--- config.mk ---
export PLATFORM = sky130hd
export DESIGN_NAME = pipe_ctrl
export DESIGN_NICKNAME = d
export VERILOG_FILES = /design/src/rtl/pipe_ctrl_pkg.sv /design/src/rtl/pipe_ctrl_sat_counter.sv /design/src/rtl/pipe_ctrl.sv
export SDC_FILE = /design/constraint.sdc
export NUM_CORES = 1
export LEC_CHECK = 0
export ABC_AREA = 1
export CAP_MARGIN = 5
export CORE_MARGIN = 2
export CORE_UTILIZATION = 43
export CTS_BUF_LIST = sky130_fd_sc_hd__clkbuf_8 sky130_fd_sc_hd__clkbuf_16
export DETAILED_ROUTE_END_ITERATION = 7
export GPL_TIMING_DRIVEN = 0
export PLACE_DENSITY = 0.78
export SLEW_MARGIN = 20
export SYNTH_ARGS = -nofsm -noshare
export SYNTH_HDL_FRONTEND = slang
export SYNTH_SLANG_ARGS = --single-unit
--- constraint.sdc ---
create_clock -name clock -period 3.5 [get_ports clock]
set_clock_uncertainty 0.1 [all_clocks]
set_input_delay 0.875 -clock clock [delete_from_list [all_inputs] [get_ports clock]]
set_output_delay 0.875 -clock clock [all_outputs]
set_load 0.005 [all_outputs]
--- src/rtl/pipe_ctrl_pkg.sv ---
// -----------------------------------------------------------------------------
// pipe_ctrl_pkg
// Shared Y86-64 constants used by every pipeline stage: instruction codes,
// status codes, the "no register" ID, and the hazard-controller FSM state type.
// Also provides small decode helpers so every stage classifies icodes the
// same way.
// -----------------------------------------------------------------------------
package pipe_ctrl_pkg;

    // Instruction codes as carried in the icode field of each pipeline register.
    typedef enum logic [3:0] {
        I_HALT   = 4'h0,
        I_NOP    = 4'h1,
        I_RRMOVQ = 4'h2,
        I_IRMOVQ = 4'h3,
        I_RMMOVQ = 4'h4,
        I_MRMOVQ = 4'h5,
        I_OPQ    = 4'h6,
        I_JXX    = 4'h7,
        I_CALL   = 4'h8,
        I_RET    = 4'h9,
        I_PUSHQ  = 4'hA,
        I_POPQ   = 4'hB
    } icode_e;

    // Pipeline status codes.
    typedef enum logic [2:0] {
        STAT_AOK = 3'd1,
        STAT_HLT = 3'd2,
        STAT_ADR = 3'd3,
        STAT_INS = 3'd4
    } stat_e;

    // Register ID meaning "no register".
    localparam logic [3:0] RNONE = 4'hF;

    // Hazard-controller state: running normally, or frozen after a faulting
    // or halting instruction has reached writeback.
    typedef enum logic {
        S_RUN    = 1'b0,
        S_HALTED = 1'b1
    } state_e;

    // True for instructions whose destination is written from memory
    // (the producers of a load/use hazard).
    function automatic logic is_load(input logic [3:0] icode);
        return (icode == I_MRMOVQ) || (icode == I_POPQ);
    endfunction

    // True for any status other than AOK.
    function automatic logic is_exc(input logic [2:0] stat);
        return stat != STAT_AOK;
    endfunction

endpackage : pipe_ctrl_pkg

--- src/rtl/pipe_ctrl_sat_counter.sv ---
// -----------------------------------------------------------------------------
// sat_counter
// Unsigned event counter that counts up by one per cycle while inc is high
// and sticks at all-ones instead of wrapping.
//
// Ports
//   clock  in   sole clock
//   reset  in   synchronous active-low reset, clears the count
//   inc    in   count enable for this cycle
//   count  out  current count value
// -----------------------------------------------------------------------------
module sat_counter #(
    parameter int CNT_W = 16
) (
    input  logic             clock,
    input  logic             reset,
    input  logic             inc,
    output logic [CNT_W-1:0] count
);

    logic [CNT_W-1:0] count_q;
    logic [CNT_W-1:0] count_d;

    // NOTE: every signal written in a combinational block gets a default
    // assignment first, so no path can leave it unassigned and infer a latch.
    always_comb begin
        count_d = count_q;
        if (inc && (count_q != '1)) begin
            count_d = count_q + CNT_W'(1);
        end
    end

    // NOTE: clocked state uses non-blocking assignments so every register
    // samples its input before any register in the design updates.
    always_ff @(posedge clock) begin
        if (!reset) begin
            count_q <= '0;
        end else begin
            count_q <= count_d;
        end
    end

    assign count = count_q;

endmodule : sat_counter

--- src/rtl/pipe_ctrl.sv ---
// -----------------------------------------------------------------------------
// pipe_ctrl
// Hazard and exception controller for a five-stage Y86-64 pipeline. Produces
// the stall/bubble controls for the F, D, E, M and W pipeline registers and
// the condition-code write enable, freezes the pipeline once a non-AOK status
// has retired, and keeps two saturating performance counters.
//
// Ports
//   clock                   in   sole clock
//   reset                   in   synchronous active-low reset
//   D_icode/E_icode/M_icode in   icode held in the decode/execute/memory regs
//   d_srcA, d_srcB          in   decode source register IDs (RNONE = none)
//   E_dstM                  in   load destination in execute (RNONE = none)
//   e_Cnd                   in   branch condition computed in execute
//   m_stat, W_stat          in   status in memory stage / writeback register
//   F_stall,D_stall,W_stall out  stall controls (hold register contents)
//   D_bubble,E_bubble,
//   M_bubble                out  bubble controls (load a NOP)
//   set_cc                  out  condition-code write enable
//   halted                  out  pipeline frozen after a non-AOK retirement
//   stall_cnt               out  RUN cycles with F_stall asserted (saturating)
//   bubble_cnt              out  RUN cycles with a D or E bubble (saturating)
// -----------------------------------------------------------------------------
module pipe_ctrl
    import pipe_ctrl_pkg::*;
#(
    parameter int CNT_W = 16
) (
    input  logic             clock,
    input  logic             reset,
    input  logic [3:0]       D_icode,
    input  logic [3:0]       E_icode,
    input  logic [3:0]       M_icode,
    input  logic [3:0]       d_srcA,
    input  logic [3:0]       d_srcB,
    input  logic [3:0]       E_dstM,
    input  logic             e_Cnd,
    input  logic [2:0]       m_stat,
    input  logic [2:0]       W_stat,
    output logic             F_stall,
    output logic             D_stall,
    output logic             W_stall,
    output logic             D_bubble,
    output logic             E_bubble,
    output logic             M_bubble,
    output logic             set_cc,
    output logic             halted,
    output logic [CNT_W-1:0] stall_cnt,
    output logic [CNT_W-1:0] bubble_cnt
);

    // -------------------------------------------------------------------------
    // Hazard detection
    // -------------------------------------------------------------------------
    logic load_use;
    logic ret_pend;
    logic mispred;
    logic exc_m;
    logic exc_w;

    // A load in execute whose destination feeds an operand being read in decode.
    assign load_use = is_load(E_icode) && (E_dstM != RNONE) &&
                      ((E_dstM == d_srcA) || (E_dstM == d_srcB));

    // A return anywhere between decode and memory: the fetch address is not
    // known until it leaves memory.
    assign ret_pend = (D_icode == I_RET) || (E_icode == I_RET) ||
                      (M_icode == I_RET);

    // Branches are predicted taken, so a not-taken JXX in execute squashes
    // the two younger instructions.
    assign mispred  = (E_icode == I_JXX) && !e_Cnd;

    assign exc_m    = is_exc(m_stat);
    assign exc_w    = is_exc(W_stat);

    // -------------------------------------------------------------------------
    // FSM: state register
    // -------------------------------------------------------------------------
    state_e state_q;
    state_e state_d;

    always_ff @(posedge clock) begin
        if (!reset) begin
            state_q <= S_RUN;
        end else begin
            state_q <= state_d;
        end
    end

    // -------------------------------------------------------------------------
    // FSM: next state. HALTED is left only through reset.
    // -------------------------------------------------------------------------
    always_comb begin
        state_d = state_q;
        unique case (state_q)
            S_RUN:    if (exc_w) state_d = S_HALTED;
            S_HALTED: state_d = S_HALTED;
            default:  state_d = S_RUN;
        endcase
    end

    // -------------------------------------------------------------------------
    // FSM: outputs
    // -------------------------------------------------------------------------
    always_comb begin
        F_stall  = 1'b0;
        D_stall  = 1'b0;
        W_stall  = 1'b0;
        D_bubble = 1'b0;
        E_bubble = 1'b0;
        M_bubble = 1'b0;
        set_cc   = 1'b0;
        halted   = 1'b0;
        unique case (state_q)
            S_RUN: begin
                F_stall  = load_use || ret_pend;
                // A mispredicted branch squashes D, so holding D would keep a
                // wrong-path instruction; mispred therefore overrides the stall.
                D_stall  = load_use && !mispred;
                // A load/use stall holds D, so it must not also be bubbled.
                D_bubble = mispred || (!load_use && ret_pend);
                E_bubble = mispred || load_use;
                // Once an exception reaches M or W, nothing younger may
                // update memory or the condition codes.
                M_bubble = exc_m || exc_w;
                W_stall  = exc_w;
                set_cc   = (E_icode == I_OPQ) && !exc_m && !exc_w;
            end
            S_HALTED: begin
                F_stall  = 1'b1;
                D_stall  = 1'b1;
                W_stall  = 1'b1;
                M_bubble = 1'b1;
                halted   = 1'b1;
            end
            default: ;
        endcase
    end

    // -------------------------------------------------------------------------
    // Performance counters: count RUN cycles only. The counters' own reset
    // takes priority over inc, so the reset cycle is never counted.
    // -------------------------------------------------------------------------
    logic running;
    logic stall_inc;
    logic bubble_inc;

    assign running    = (state_q == S_RUN);
    assign stall_inc  = running && F_stall;
    assign bubble_inc = running && (D_bubble || E_bubble);

    sat_counter #(
        .CNT_W (CNT_W)
    ) u_stall_cnt (
        .clock (clock),
        .reset (reset),
        .inc   (stall_inc),
        .count (stall_cnt)
    );

    sat_counter #(
        .CNT_W (CNT_W)
    ) u_bubble_cnt (
        .clock (clock),
        .reset (reset),
        .inc   (bubble_inc),
        .count (bubble_cnt)
    );

endmodule : pipe_ctrl

==> results.py <==
metrics = {
    "pwr": {
        "leakage_nw": 1.31,
        "powerDensity_nw_per_um2": 250,
        "share_comb_of_total_power": 0.145,
        "vdd_drop_max_uv": 189,
        "total_power_uw": 783,
        "p_seq_frac": 0.487,
        "p_sw_uw": 210,
        "p_int_uw": 573,
        "clkPwrFrac": 0.367,
        "p_sw_frac": 0.268,
    },
    "placement": {
        "gp_congestion": 0.907,
        "portBuffers": 72,
        "post_dp_cell_area_um2": 3030,
        "pre_cts_slack_ns": -0.118,
        "post-dp-hpwl_um": 4450,
    },
    "floorplan": {
        "num_rows": 26,
        "io_pins": 73,
        "die_h_um": 75.9,
        "initial_core_util": 0.440,
        "core_um2": 5040,
        "dieArea_um2": 5760,
        "die_x_um": 75.9,
    },
    "layout": {
        "final_common_cell": "nand2_1",
        "num-fill-cells": 491,
        "drive_gt1_frac": 0.0729,
        "nets": 459,
        "syn_to_final_growth_pct": 41.0,
        "layout_common_cells": "nand2_1 (90), clkdlybuf4s50_1 (66), nand3_1 (49)",
        "final_cell_area_um2": 3130,
        "diodes": 0,
    },
    "synthesis": {
        "synth-seq-area-share": 0.297,
        "synthesis.instances": 344,
        "synth_seq_cells": 33,
        "yosysWarningCount": 0,
        "synthesis.area_um2": 2220,
        "syn_avg_cell_area_um2": 6.46,
        "syn_nets": 379,
        "synth.distinct_cells": 30,
    },
    "global_route": {
        "grt_pass1_wl_um": 9810,
        "grt.total_usage": 0.217,
        "grt_pass1_vias": 2283,
        "grt_overflow_total": 0,
        "grt_max_degree": 11,
        "antenna_found_initial": 0,
    },
    "cts": {
        "cts_buffers": 5,
        "clock_latency_ns": 0.29,
        "h-tree-depth": 2,
        "path_clk_slew_ns": 0.07,
        "cts.hold.buffers_added": 0,
        "tritoncts_num_sinks": 33,
        "cts_tree": "built",
        "cts_root_buf": "clkbuf_8",
        "clockBufferDepth": 2,
    },
    "setup_path": {
        "critPathMaxFanout": 3,
        "end_kind": "primary output",
        "setup.worst_path.class": "in -> out",
        "critical_path_required_ns": 2.52,
        "cp_data_arrival_time_ns": 2.46,
        "start_kind": "primary input",
    },
    "sta": {
        "maxSlewHeadroom": 0.664,
        "whs_ns": 0.409,
        "worstMarginPinSlew_ns": 0.504,
        "drv_slew": 0,
        "max_freq_mhz": 291,
        "worst_slack_ns": 0.0649,
        "hold_violations": 0,
        "finalCritPeriodShare": 0.981,
        "period_needed_ns": 3.44,
        "finalSetupViolations": 0,
        "rsz0062_at_grt": "true",
    },
    "job": {
        "maxCapViolCount": 0,
    },
    "routing": {
        "first_pass_iters": 4,
        "drc_errors": 0,
        "vias_per_cell": 4.95,
        "ant_nets": 0,
        "totalWireLength_um": 5870,
        "post_drt_wl_per_cell_um": 11.9,
        "via_count": 2452,
        "drt_iter0_markers": 92,
    },
    "worst_hold_path": {
        "min_path_type": "reg -> reg",
    },
    "run_status": {
        "status": "completed",
    },
}
[metrics by stage]
step                setup TNS, ns  utilization  instances
floorplan                       0            -        344
global placement          -0.0862        0.601        486
detailed placement         -0.160        0.601        486
CTS                             0        0.618        495
global route              -0.0340        0.621        495
finish                          0        0.621        495
[synthesized netlist by cell type]
library cell,instances,area [um2]
nand3_2,1,10.0
nand2_1,90,338
buf_4,1,7.51
clkbuf_1,4,15.0
ha_1,2,25.0
nand2_2,4,25.0
clkinv_1,1,3.75
nor3_2,1,10.0
a21oi_4,1,16.3
buf_6,1,11.3
nand3_1,50,250
nor3_4,1,16.3
nand4_1,6,37.5
nor4_1,1,6.26
nand3b_1,1,7.51
nand4_2,1,12.5
nand4_4,1,21.3
a21oi_1,33,165
nor2_1,34,128
and3_1,2,12.5
xor2_1,17,149
buf_2,3,15.0
nand2_4,1,11.3
nor2_4,1,11.3
xnor2_1,9,78.8
and2_2,1,7.51
inv_1,34,128
dfxtp_1,33,661
inv_2,3,11.3
nor3_1,6,30.0
[layer usage]
metal,part of all wire,up-vias,GRT usage,wire (um)
li1,-,1271,-,-
met1,0.45,1114,0.253,2620
met2,0.49,54,0.387,2890
met3,0.040,13,0.0516,234
met4,0.021,0,0.0760,121
met5,0,-,0,0
[repair_timing]
item / in CTS / in global routing
setup buffers: 1 / 0
resized for setup: 2 / 6
endpoints found under the setup margin: 4 / 3
[power groups by stage]
stage	Combinational, mW	Clock, mW	Sequential [mW]
floorplan	0.0495	0	0.390
global placement	0.112	0	0.390
detailed placement	0.114	0	0.390
CTS	0.115	0.291	0.381
global route	0.125	0.310	0.382
finish	0.114	0.288	0.382
[kinds of logic (layout without fill, tap and decap cells)]
kind of cell | Yosys count | after routing | share of synthesized area
xor+xnor | 26 | 26 | 0.103
fa+ha+maj | 2 | 2 | 0.0113
buf+inv | 47 | 128 | 0.0862
simple gates | 202 | 202 | 0.421
flops | 33 | 33 | 0.297
compound gates | 34 | 34 | 0.0817
[worst max-delay path, stage by stage]
cell             delay [ns]
clkdlybuf4s50_1        0.45
inv_1                  0.06
nor2_1                 0.11
inv_1                  0.07
nor2_1                 0.08
nand2_1                0.07
nand4_1                0.09
nand3_2                0.10
inv_1                  0.06
clkdlybuf4s50_1        0.50
[path summary, 6_finish.rpt]
path,start,endpoint,slack (ns),cells after the start
worst max-delay path,E_icode[2],D_bubble,0.06,10
worst max register to register,u_bubble_cnt.count[0],u_bubble_cnt.count[0],1.41,9
worst min register to register,u_bubble_cnt.count[1],u_bubble_cnt.count[1],0.41,2
worst min-delay path,u_bubble_cnt.count[1],u_bubble_cnt.count[1],0.41,2
[layout make-up]
class / instances / area (um2) / area share
Clock buffer: 5 / 68.8 / 0.0220
Tap cell: 70 / 87.6 / 0.0280
Inverter: 38 / 143 / 0.0455
Timing Repair Buffer: 73 / 736 / 0.235
Buffer: 9 / 48.8 / 0.0156
Multi-Input combinational cell: 264 / 1370 / 0.439
Clock inverter: 3 / 13.8 / 0.00439
Sequential cell: 33 / 661 / 0.211
[flip-flops by register name, indices dropped and copies added, names as in the netlist]
name                count
u_bubble_cnt.count     16
u_stall_cnt.count      16
state_q                 1
No activity file was read; power rests on OpenSTA's default activity.
